`config.mk`:
```
export PLATFORM = sky130hd
export DESIGN_NAME = alu_pipe
export DESIGN_NICKNAME = d
export VERILOG_FILES = /design/src/rtl/alu_pkg.sv /design/src/rtl/alu_mul_seq.sv /design/src/rtl/alu_pipe.sv
export SDC_FILE = /design/constraint.sdc
export NUM_CORES = 1
export LEC_CHECK = 0
export ABC_AREA = 1
export CORE_MARGIN = 5
export CORE_UTILIZATION = 30
export CTS_CLUSTER_DIAMETER = 100
export DETAILED_ROUTE_END_ITERATION = 10
export GPL_ROUTABILITY_DRIVEN = 1
export PLACE_DENSITY_LB_ADDON = 0.3
export SLEW_MARGIN = 10
export SYNTH_ARGS = -nofsm -noshare
export SYNTH_HDL_FRONTEND = slang
export SYNTH_SLANG_ARGS = --single-unit
```
`constraint.sdc`:
```
create_clock -name clk -period 2.3 [get_ports clk]
set_clock_uncertainty 0.1 [all_clocks]
set_input_delay 0.345 -clock clk [delete_from_list [all_inputs] [get_ports clk]]
set_output_delay 0.345 -clock clk [all_outputs]
set_load 0.02 [all_outputs]
```
`src/rtl/alu_pkg.sv`:
```
// Shared definitions for the pipelined ALU: opcodes, FSM encoding, flag layout.
package alu_pkg;

  localparam logic [3:0] OP_ADD  = 4'd0;
  localparam logic [3:0] OP_SUB  = 4'd1;
  localparam logic [3:0] OP_AND  = 4'd2;
  localparam logic [3:0] OP_OR   = 4'd3;
  localparam logic [3:0] OP_XOR  = 4'd4;
  localparam logic [3:0] OP_NAND = 4'd5;
  localparam logic [3:0] OP_NOR  = 4'd6;
  localparam logic [3:0] OP_XNOR = 4'd7;
  localparam logic [3:0] OP_SHL  = 4'd8;
  localparam logic [3:0] OP_SHR  = 4'd9;
  localparam logic [3:0] OP_MUL  = 4'd10;

  typedef enum logic [1:0] {
    ST_IDLE = 2'd0,
    ST_MUL  = 2'd1,
    ST_HOLD = 2'd2
  } state_e;

  localparam int FLAG_COUT = 0;
  localparam int FLAG_ZERO = 1;
  localparam int FLAG_OVF  = 2;
  localparam int FLAG_W    = 3;

  function automatic logic is_mul_op(input logic [3:0] op, input int mul_en);
    return (mul_en != 0) && (op == OP_MUL);
  endfunction

endpackage

```
`src/rtl/alu_mul_seq.sv`:
```
// Iterative shift-add multiplier: one multiplier bit per cycle, WIDTH cycles,
// done pulses for one cycle once the full 2*WIDTH product is in the accumulator.
module alu_mul_seq
  import alu_pkg::*;
#(
  parameter int WIDTH = 8
) (
  input  logic             clk,
  input  logic             rst_n,
  input  logic             start,
  input  logic [WIDTH-1:0] a,
  input  logic [WIDTH-1:0] b,
  output logic             done,
  output logic [WIDTH-1:0] prod_lo,
  output logic             hi_nz
);

  localparam int CW = $clog2(WIDTH + 1);

  logic [2*WIDTH-1:0] acc_q, acc_d;
  logic [2*WIDTH-1:0] mcand_q, mcand_d;
  logic [WIDTH-1:0]   mplier_q, mplier_d;
  logic [CW-1:0]      cnt_q, cnt_d;
  logic               busy_q, busy_d;
  logic               done_q, done_d;

  always_comb begin
    acc_d    = acc_q;
    mcand_d  = mcand_q;
    mplier_d = mplier_q;
    cnt_d    = cnt_q;
    busy_d   = busy_q;
    done_d   = 1'b0;
    if (start) begin
      acc_d    = '0;
      mcand_d  = {{WIDTH{1'b0}}, a};
      mplier_d = b;
      cnt_d    = '0;
      busy_d   = 1'b1;
    end else if (busy_q) begin
      if (mplier_q[0]) begin
        acc_d = acc_q + mcand_q;
      end
      mcand_d  = mcand_q << 1;
      mplier_d = mplier_q >> 1;
      cnt_d    = cnt_q + CW'(1);
      if (cnt_q == CW'(WIDTH - 1)) begin
        busy_d = 1'b0;
        done_d = 1'b1;
      end
    end
  end

  always_ff @(posedge clk or negedge rst_n) begin
    if (!rst_n) begin
      acc_q    <= '0;
      mcand_q  <= '0;
      mplier_q <= '0;
      cnt_q    <= '0;
      busy_q   <= 1'b0;
      done_q   <= 1'b0;
    end else begin
      acc_q    <= acc_d;
      mcand_q  <= mcand_d;
      mplier_q <= mplier_d;
      cnt_q    <= cnt_d;
      busy_q   <= busy_d;
      done_q   <= done_d;
    end
  end

  assign done    = done_q;
  assign prod_lo = acc_q[WIDTH-1:0];
  assign hi_nz   = |acc_q[2*WIDTH-1:WIDTH];

endmodule

```
`src/rtl/alu_pipe.sv`:
```
// Valid/ready ALU: single-cycle ops at full throughput, optional iterative MUL
// that blocks the input until its result has been handed off.
module alu_pipe
  import alu_pkg::*;
#(
  parameter int WIDTH  = 8,
  parameter int MUL_EN = 1
) (
  input  logic             clk,
  input  logic             rst_n,
  input  logic             in_valid,
  output logic             in_ready,
  input  logic [WIDTH-1:0] A,
  input  logic [WIDTH-1:0] B,
  input  logic [3:0]       sel,
  output logic             out_valid,
  input  logic             out_ready,
  output logic [WIDTH-1:0] result,
  output logic             Cout,
  output logic             zero,
  output logic             ovf
);

  localparam int SW = (WIDTH > 1) ? $clog2(WIDTH) : 1;

  state_e             state_q, state_d;
  logic               out_valid_q, out_valid_d;
  logic [WIDTH-1:0]   result_q, result_d;
  logic [FLAG_W-1:0]  flags_q, flags_d;

  logic               accept, out_xfer;
  logic               mul_start, mul_done, mul_hi_nz;
  logic [WIDTH-1:0]   mul_lo;

  logic [WIDTH:0]     sum_ext, dif_ext, shl_ext, shr_ext;
  logic [SW-1:0]      shamt;
  logic [WIDTH-1:0]   alu_res;
  logic               alu_c, alu_o;

  // Held at 0 during reset so nothing can be accepted before release.
  assign in_ready = rst_n && (state_q == ST_IDLE) && (!out_valid_q || out_ready);
  assign accept   = in_valid && in_ready;
  assign out_xfer = out_valid_q && out_ready;

  always_comb begin
    shamt   = B[SW-1:0];
    sum_ext = {1'b0, A} + {1'b0, B};
    dif_ext = {1'b0, A} + {1'b0, ~B} + {{WIDTH{1'b0}}, 1'b1};
    // Extra bit on the shifted-out side catches the last bit that left the word.
    shl_ext = {1'b0, A} << shamt;
    shr_ext = {A, 1'b0} >> shamt;
    alu_res = '0;
    alu_c   = 1'b0;
    alu_o   = 1'b0;
    case (sel)
      OP_ADD: begin
        alu_res = sum_ext[WIDTH-1:0];
        alu_c   = sum_ext[WIDTH];
        alu_o   = (A[WIDTH-1] == B[WIDTH-1]) && (sum_ext[WIDTH-1] != A[WIDTH-1]);
      end
      OP_SUB: begin
        alu_res = dif_ext[WIDTH-1:0];
        alu_c   = dif_ext[WIDTH];
        alu_o   = (A[WIDTH-1] != B[WIDTH-1]) && (dif_ext[WIDTH-1] != A[WIDTH-1]);
      end
      OP_AND:  alu_res = A & B;
      OP_OR:   alu_res = A | B;
      OP_XOR:  alu_res = A ^ B;
      OP_NAND: alu_res = ~(A & B);
      OP_NOR:  alu_res = ~(A | B);
      OP_XNOR: alu_res = ~(A ^ B);
      OP_SHL: begin
        alu_res = shl_ext[WIDTH-1:0];
        alu_c   = shl_ext[WIDTH];
      end
      OP_SHR: begin
        alu_res = shr_ext[WIDTH:1];
        alu_c   = shr_ext[0];
      end
      default: ;
    endcase
  end

  always_comb begin
    state_d     = state_q;
    out_valid_d = out_valid_q;
    result_d    = result_q;
    flags_d     = flags_q;
    mul_start   = 1'b0;
    case (state_q)
      ST_IDLE: begin
        if (out_xfer) begin
          out_valid_d = 1'b0;
        end
        if (accept) begin
          if (is_mul_op(sel, MUL_EN)) begin
            mul_start = 1'b1;
            state_d   = ST_MUL;
          end else begin
            out_valid_d         = 1'b1;
            result_d            = alu_res;
            flags_d             = '0;
            flags_d[FLAG_COUT]  = alu_c;
            flags_d[FLAG_ZERO]  = (alu_res == '0);
            flags_d[FLAG_OVF]   = alu_o;
          end
        end
      end
      ST_MUL: begin
        if (mul_done) begin
          out_valid_d         = 1'b1;
          result_d            = mul_lo;
          flags_d             = '0;
          flags_d[FLAG_COUT]  = mul_hi_nz;
          flags_d[FLAG_ZERO]  = (mul_lo == '0);
          state_d             = ST_HOLD;
        end
      end
      ST_HOLD: begin
        if (out_xfer) begin
          out_valid_d = 1'b0;
          state_d     = ST_IDLE;
        end
      end
      default: state_d = ST_IDLE;
    endcase
  end

  always_ff @(posedge clk or negedge rst_n) begin
    if (!rst_n) begin
      state_q     <= ST_IDLE;
      out_valid_q <= 1'b0;
      result_q    <= '0;
      flags_q     <= '0;
    end else begin
      state_q     <= state_d;
      out_valid_q <= out_valid_d;
      result_q    <= result_d;
      flags_q     <= flags_d;
    end
  end

  generate
    if (MUL_EN != 0) begin : g_mul
      alu_mul_seq #(.WIDTH(WIDTH)) u_mul (
        .clk     (clk),
        .rst_n   (rst_n),
        .start   (mul_start),
        .a       (A),
        .b       (B),
        .done    (mul_done),
        .prod_lo (mul_lo),
        .hi_nz   (mul_hi_nz)
      );
    end else begin : g_no_mul
      assign mul_done  = 1'b0;
      assign mul_lo    = '0;
      assign mul_hi_nz = 1'b0;
    end
  endgenerate

  assign out_valid = out_valid_q;
  assign result    = result_q;
  assign Cout      = flags_q[FLAG_COUT];
  assign zero      = flags_q[FLAG_ZERO];
  assign ovf       = flags_q[FLAG_OVF];

endmodule

```
==> results.cfg, run 1 <==
[finish]
fin_nets = 1046
n_antenna_cell = 0
final_area_um2 = 7400
area_growth_pct = 37.8
drive_gt1_share_pct = 21.1

[worst_setup_path]
rr_endpoint = g_mul.u_mul.acc_q[12]
reg2reg_from = g_mul.u_mul.mcand_q[0]
ff2ff_path_depth = 13
start_kind = input port
critical_path_class = in2reg
arrival_ns = 2.31
crit_start = sel[1]
r2r_slack_ns = 0.15
crit_fanout = 4
required_ns = 2.42
end_kind = register

[clock_tree]
h-tree-depth = 3
clkSinkCount = 60
numCtsBuffers = 9
holdBufCountCts = 0
path_clk_slew_ns = 0.06
clock_latency_ns = 0.34
cts_tree = done
cts-root-buf = clkbuf_16
clockBufferDepth = 2

[flow_run]
max-cap-violations = 0

[synth]
syn_area_per_cell_um2 = 6.61
yosysMostFrequentCell = nand2_1
async_flop_share_pct = 100
ys_seq_area_share_pct = 28.0
synth_area_leaders = dfrtp_1 (28%), nand2_1 (15%), ha_1 (11%)
syn-num-nets = 886
ys_seq_elements = 60
synth_area_um2 = 5370
yosysTopAreaCell = dfrtp_1
ys_types = 48
synth_edf_count = 0
syn_inst = 812
ys_top_cells_by_count = nand2_1 (210), nand3_1 (96), nor2_1 (88), inv_1 (80), dfrtp_1 (60)
synth_flop_cell = dfrtp_1
ys_warn_count = 0
synth.top_cell.area_share_pct = 28.0

[global_routing]
antenna_found_initial = 0
grt_max_degree = 61
grt_pass1_wl_um = 28800
grt_overflow = 0
grt_usage_pct = 17.4
grt_pass1_vias = 5571

[timing]
rsz0062_at_grt = yes
fmax_mhz = 456
finalSetupViolations = 0
fin_ws_ns = 0.107
max-slew-margin-rel_pct = 48.3
hold_viol = 0
timing.final.crit_period_ns = 2.19
tightest_slew_ns = 0.775
post-route-period-util_pct = 95.3
timing.final.max_slew_violations = 0

[placed_design]
io_buffers = 36
gp_congestion = 0.932
dpl_cell_area_um2 = 6910
pre_cts_ws_ns = -0.432
hpwl_um = 14200

[power]
combinationalPowerShare_pct = 48.9
clock_power_share_pct = 22.3
swShare_pct = 41.9
p_int_mw = 3.66
cellPowerDensity_nw_per_um2 = 851
p_seq_share_pct = 28.8
power.switching_mw = 2.64
p_leak_nw = 3.77
vdd_drop_max_v = 0.000596

[floorplan]
ios = 37
initial_core_util_pct = 30.2
rows = 49
die_area_um2 = 20700
coreArea_um2 = 17800
dieWidth_um = 144
die_h_um = 144

[drt]
wirelength_um = 17700
drc = 0
drtPass1Iterations = 4
viasPerCell = 4.96
final_antenna_net_count = 0
num_vias = 5983
avgRoutedWirePerCell_um = 14.7
initialDrtViolationCount = 459

[run_status]
outcome = complete, no violations

[hold_path]
hold_class = in2async
[kinds of logic (layout without fill, tap and decap cells)]
logic type	after synthesis	in the layout	synth area share, %
compound gates	156	156	16.6
buf+inv	110	275	8.39
simple gates	429	429	33.8
fa+ha+maj	50	50	12.1
xor+xnor	7	7	1.14
flops	60	60	28.0
[how the worst max path moves through the flow]
stage                       endpoint  slack, ns  cells past startpoint
after floorplan           flags_q[1]        0.1                     13
after global placement    flags_q[1]      -0.42                     15
after detailed placement  flags_q[1]      -0.43                     15
after CTS                 flags_q[0]       0.01                     15
after global routing      flags_q[1]     -0.002                     13
final                     flags_q[1]       0.11                     12
[area by class of cell]
class / count / area [um2]
well taps: 229 / 287
repair buffers: 173 / 1400
multi-input cells: 642 / 3580
flip-flops and latches: 60 / 1500
clock buffers: 9 / 225
fillers: 1894 / 10400
clock inverters: 7 / 82.6
inverters: 86 / 325
[state kept, by name, indices dropped and copies added, names as in the netlist]
register,count
flags_q,3
g_mul.u_mul.acc_q,16
g_mul.u_mul.busy_q,1
g_mul.u_mul.cnt_q,4
g_mul.u_mul.done,1
g_mul.u_mul.mcand_q,16
g_mul.u_mul.mplier_q,8
out_valid,1
result,8
state_q,2
[power by group through the flow]
stage               logic, mW  registers (mW)  clock network (mW)
finish                   3.08            1.81                1.41
global route             3.46            1.88                1.49
CTS                      3.03            1.81                1.43
detailed placement       3.00            1.83                   0
global placement         2.96            1.82                   0
floorplan                1.78            1.85                   0
[cell usage in the layout, fill, tap and decap left out, types with 6 or more instances in the layout]
cell type        synthesis  layout
o211ai_1                13      13
a31oi_1                  8       8
clkdlybuf4s50_1          0      26
ha_1                    47      35
o21ai_0                 53      51
nand3_1                 96      95
nor2_1                  88      82
inv_2                    3      12
buf_4                    2     135
nand4_1                 11      11
clkbuf_16                0       9
inv_1                   80      72
ha_4                     0       7
nand2_1                210     208
dlymetal6s2s_1           0       6
nor2_2                   2       8
dfrtp_1                 60      60
nor3_1                   7       7
a21oi_1                 58      53
[repair_timing]
| item | CTS | global route |
|---|---|---|
| gates resized for setup | 9 | 47 |
| endpoints found under the setup margin | 3 | 21 |
| pin swaps | 0 | 11 |
| buffers inserted | 0 | 1 |
| gates cloned | 0 | 0 |
[worst max-delay path: stages]
cell and delay, ns:
clkdlybuf4s50_1 0.46, buf_4 0.16, nor2_1 0.27, buf_4 0.19
nand2_1 0.10, buf_4 0.16, o22ai_1 0.15, nor2_1 0.06
nand4_1 0.17, nor2_1 0.08, nand3_1 0.10, a21oi_2 0.05
[per-layer routing]
layer | share of wire (%) | GRT usage [%]
met1 | 49 | 26.5
met2 | 44 | 26.0
met3 | 5.5 | 2.40
met4 | 1.3 | 4.21
met5 | 0 | 0
[stage by stage]
stage          util [%]  hold slack (ns)  TNS [ns]  std cells  power (mW)
2_1_floorplan         -          -0.0506         0        812        3.63
3_3_place_gp       38.9            0.370     -5.42       1189        4.79
3_5_place_dp       38.9            0.370     -5.86       1189        4.82
4_1_cts            40.7            0.160         0       1205        6.27
5_1_grt            41.6            0.188  -0.00195       1206        6.82
6_report           41.6            0.106         0       1206        6.30
(Power assumes the default switching activity.)
==> run 2, diff against run 1 <==
- CTS_BUF_LIST: unset -> sky130_fd_sc_hd__clkbuf_4
==> results.cfg, run 2 (synthesized netlist as in run 1, its figures left out) <==
[worst_setup_path]
required_ns = 1.86
reg2reg_from = g_mul.u_mul.mcand_q[0]
ff2ff_path_depth = 13
arrival_ns = 1.70
cp_slowest_cell = dfrtp_1
start_kind = register
crit_fanout = 4
cpPeakStageDelay_ns = 0.43
critPathTopFamily = buffers and inverters
worstPathCellList = inv_1 > ha_2 > nand2_1 > nor2_2 > dlygate4sd2_1
r2r_slack_ns = 0.18
rr_endpoint = g_mul.u_mul.acc_q[12]
critical_path_class = reg2out
critPathBufInv = 2
end_kind = output port

[drt]
top_layer = met4
wl_met2_um = 7650
drtPass1Iterations = 5
final_antenna_net_count = 0
drc = 0
drt-met1-wl_um = 8690
num_vias = 5939
dr_wl_met3_um = 1030
avgRoutedWirePerCell_um = 14.6
wirelength_um = 17600
viasPerCell = 4.92
initialDrtViolationCount = 513

[power]
cellPowerDensity_nw_per_um2 = 793
p_leak_nw = 3.67
vdd_drop_max_v = 0.000624
total_power_mw = 5.71

[floorplan]
rows = 49
ios = 37
die_area_um2 = 20700
dieWidth_um = 144
coreArea_um2 = 17800
initial_core_util_pct = 30.2
die_h_um = 144

[clock_tree]
numCtsBuffers = 9
cts_tree = done
clock_latency_ns = 0.44
clockBufferDepth = 2
h-tree-depth = 3
holdBufCountCts = 0
cts-root-buf = clkbuf_4
clkSinkCount = 60
path_clk_slew_ns = 0.13
cts_setup_buffers = 0

[finish]
reg_top3 = g_mul.u_mul.acc_q: 16 flops, g_mul.u_mul.mcand_q: 16 flops
final_core_util_pct = 40.5
area_growth_pct = 34.1
drive_gt1_share_pct = 19.5
fin_nets = 1045
fill_cells = 1924
final_area_um2 = 7200
final_cell_mix = nand2_1 (209), buf_4 (134), nand3_1 (96)
final_common_cell = nand2_1

[timing]
tightest_slew_ns = 0.783
finalSetupViolations = 0
fmax_mhz = 467
timing.final.crit_period_ns = 2.14
whs_ns = -0.00822
timing.final.max_slew_violations = 0
rsz0062_at_grt = no
post-route-period-util_pct = 93.2
max-slew-margin-rel_pct = 47.8
hold_viol = 5

[global_routing]
grt_usage_pct = 17.2
antenna_found_initial = 1
grt_overflow = 0
grt_pass1_wl_um = 28500
grt_max_degree = 61
grt_pass1_vias = 5547

[placed_design]
hpwl_um = 14200
gp_congestion = 0.932
dpl_cell_area_um2 = 6910
io_buffers = 36

[flow_run]
max-cap-violations = 0

[hold_path]
hold_class = in2async

[run_status]
violations = hold timing
outcome = finished with violations
[run 2: cell types whose count changed in the layout (fill, tap and decap cells not counted), sizes merged]
cell / previous run / this run
diode: 0 / 1
dlygate4sd2: 3 / 1
dlymetal6s2s: 6 / 3
buf: 138 / 137
clkdlybuf4s50: 26 / 31
[run 2: what timing repair did]
action	4_1_cts	5_1_grt
setup endpoints to repair	1	20
pin swaps	0	2
resized for setup	1	33
[run 2: layer usage]
| layer | vias to the layer above | GRT usage (%) |
|---|---|---|
| met5 | - | 0 |
| met4 | 0 | 3.77 |
| met3 | 16 | 2.33 |
| met2 | 156 | 25.7 |
| met1 | 2731 | 26.3 |
| li1 | 3036 | - |
[run 2: cell type report]
class                           count  area, um2  share of cell area, %
Clock inverter                      7       82.6                   1.15
Clock buffer                        9       67.6                  0.938
Inverter                           86        325                   4.52
Antenna cell                        1       2.50                 0.0347
Tap cell                          229        287                   3.98
Timing Repair Buffer              172       1390                   19.3
Sequential cell                    60       1500                   20.8
Multi-Input combinational cell    642       3550                   49.2
[run 2: through the flow]
step	instances	worst slack [ns]	TNS, ns
3_5_place_dp	1189	-0.432	-5.86
2_1_floorplan	812	0.0984	0
4_1_cts	1205	0.0200	0
6_report	1206	0.158	0
5_1_grt	1206	0.00399	0
3_3_place_gp	1189	-0.422	-5.42
[run 2: report_power, final]
part / internal [mW] / total, mW / switching [mW] / leakage [nW]
registers: 1.47 / 1.81 / 0.345 / 0.786
clock network: 0.349 / 0.828 / 0.480 / 0.0755
logic: 1.33 / 3.07 / 1.74 / 2.81
total: 3.15 / 5.71 / 2.56 / 3.67
[run 2: worst max-delay path by stage]
stage,from,to,depth (start not counted)
detailed placement,A[0],flags_q[1],15
global placement,A[0],flags_q[1],15
global route,A[2],flags_q[2],13
floorplan,B[2],flags_q[1],13
finish,state_q[1],in_ready,5
CTS,A[0],flags_q[1],15
==> run 3, diff against run 2 <==
- CORE_UTILIZATION: 30 -> 45
- MAX_ROUTING_LAYER: unset -> met4
==> results.cfg, run 3 (synthesized netlist as in run 1, its figures left out) <==
[timing]
fin_ws_ns = 0.0516
max-slew-margin-rel_pct = 49.6
tightest_slew_ns = 0.756
post-route-period-util_pct = 97.8
finalSetupViolations = 0
fmax_mhz = 445
hold_viol = 0
rsz0062_at_grt = yes
timing.final.max_slew_violations = 0
timing.final.crit_period_ns = 2.25
whs_ns = 0.391
setup_tns_ns = 0

[finish]
final_cell_mix = nand2_1 (210), buf_4 (113), nand3_1 (96)
drive_gt1_share_pct = 16.2
fin_nets = 1025
area_growth_pct = 27.3
final_common_cell = nand2_1
reg_top3 = g_mul.u_mul.acc_q: 16 flops, g_mul.u_mul.mcand_q: 16 flops

[placed_design]
pre_cts_ws_ns = -0.546
io_buffers = 36
gp_congestion = 0.999
hpwl_um = 13400

[worst_setup_path]
worstPathCellList = clkdlybuf4s50_1 > inv_1 > ha_2 > inv_1 > nand2_1 > nand2_1 > inv_1 > nand2_1 > nor2_1 > nand2_1 > nor2_1 > nand3_1 > nor2_1 > nand3_1 > a21oi_1
cp_slowest_cell = clkdlybuf4s50_1
rr_endpoint = g_mul.u_mul.acc_q[9]
required_ns = 2.54
start_kind = input port
critPathBufInv = 4
critPathTopFamily = simple AND/OR/NAND/NOR gates
r2r_slack_ns = 0.22
crit_fanout = 6
cpPeakStageDelay_ns = 0.49
arrival_ns = 2.49
crit_top_cell = nand2_1
ff2ff_path_depth = 9
end_kind = register
critical_path_class = in2reg
reg2reg_from = g_mul.u_mul.acc_q[2]

[power]
p_int_mw = 2.94
p_leak_nw = 3.54
vdd_drop_max_v = 0.000267
total_power_mw = 5.37
swShare_pct = 45.3
power.switching_mw = 2.44
combinationalPowerShare_pct = 53.9
cellPowerDensity_nw_per_um2 = 786
clock_power_share_pct = 11.8
p_seq_share_pct = 34.3

[clock_tree]
cts-root-buf = clkbuf_4
h-tree-depth = 3
clockBufferDepth = 2
numCtsBuffers = 9
path_clk_slew_ns = 0.09
clock_latency_ns = 0.43
clkSinkCount = 60
cts_tree = done

[global_routing]
antenna_found_initial = 1
grt_max_degree = 61
grt_pass1_vias = 5312
grt_pass1_wl_um = 26500
grt_usage_pct = 23.8
grt_overflow = 0

[floorplan]
dieWidth_um = 119
coreArea_um2 = 11900
ios = 37
rows = 40
initial_core_util_pct = 45.3
die_area_um2 = 14200
die_h_um = 119

[drt]
num_vias = 5887
drt-met1-wl_um = 8100
wirelength_um = 16500
drtPass1Iterations = 5
dr_wl_met3_um = 898
wl_met2_um = 7300
top_layer = met4
drc = 0
initialDrtViolationCount = 411
avgRoutedWirePerCell_um = 14.9
viasPerCell = 5.34
final_antenna_net_count = 0

[hold_path]
hold_path.startpoint = result[6]
min_to = result[6]
min_path_cells = 2
hold_class = reg2reg

[flow_run]
max-cap-violations = 0

[run_status]
outcome = complete, no violations
==> run 3: cell type report <==
type / instances / area [um2]
fillers: 1140 / 5030
multi-input cells: 642 / 3460
flip-flops and latches: 60 / 1500
repair buffers: 152 / 1250
inverters: 86 / 325
well taps: 147 / 184
clock buffers: 10 / 75.1
clock inverters: 5 / 30.0
diodes: 1 / 2.50
==> run 3: what timing repair did <==
action	in CTS	in global routing
endpoints found under the hold margin	9	0
setup endpoints to repair	2	9
resized for setup	3	14
hold buffers	1	0
cloned	0	0
pin swaps	0	1
setup buffers	0	0
==> run 3: worst min-delay path, delay by kind of cell (launching register included) <==
| family | cells | cell delay, ns |
|---|---|---|
| flops | 1 | 0.35 |
| compound gates | 1 | 0.06 |
| simple gates | 1 | 0.05 |
==> run 3: layer usage <==
metal	up-vias	track usage, %
met5	-	-
met4	0	5.43
met3	17	3.23
met2	188	35.6
met1	2688	34.1
li1	2994	-
==> run 3: worst max-delay path by stage <==
stage / start / to / slack (ns) / depth (start not counted)
finish: A[3] / flags_q[1] / 0.05 / 15
CTS: B[0] / flags_q[1] / 0.05 / 14
global placement: A[0] / flags_q[1] / -0.48 / 15
global route: A[4] / flags_q[1] / -0.04 / 13
detailed placement: A[0] / flags_q[1] / -0.55 / 15
floorplan: B[2] / flags_q[1] / 0.1 / 13
==> run 3: power groups by stage <==
| stage | registers, mW | logic, mW | clock network, mW |
|---|---|---|---|
| 2_1_floorplan | 1.85 | 1.78 | 0 |
| 3_3_place_gp | 1.85 | 2.81 | 0 |
| 3_5_place_dp | 1.86 | 2.87 | 0 |
| 4_1_cts | 1.84 | 2.88 | 0.644 |
| 5_1_grt | 1.89 | 3.23 | 0.693 |
| 6_report | 1.84 | 2.90 | 0.634 |
==> run 3: through the flow <==
stage	cell area (um2)	std cells	utilization, %
after global routing	6830	1103	57.6
after floorplan	5370	812	-
after global placement	6670	1086	56.3
final	6830	1103	57.6
after CTS	6790	1102	57.2
after detailed placement	6670	1086	56.3
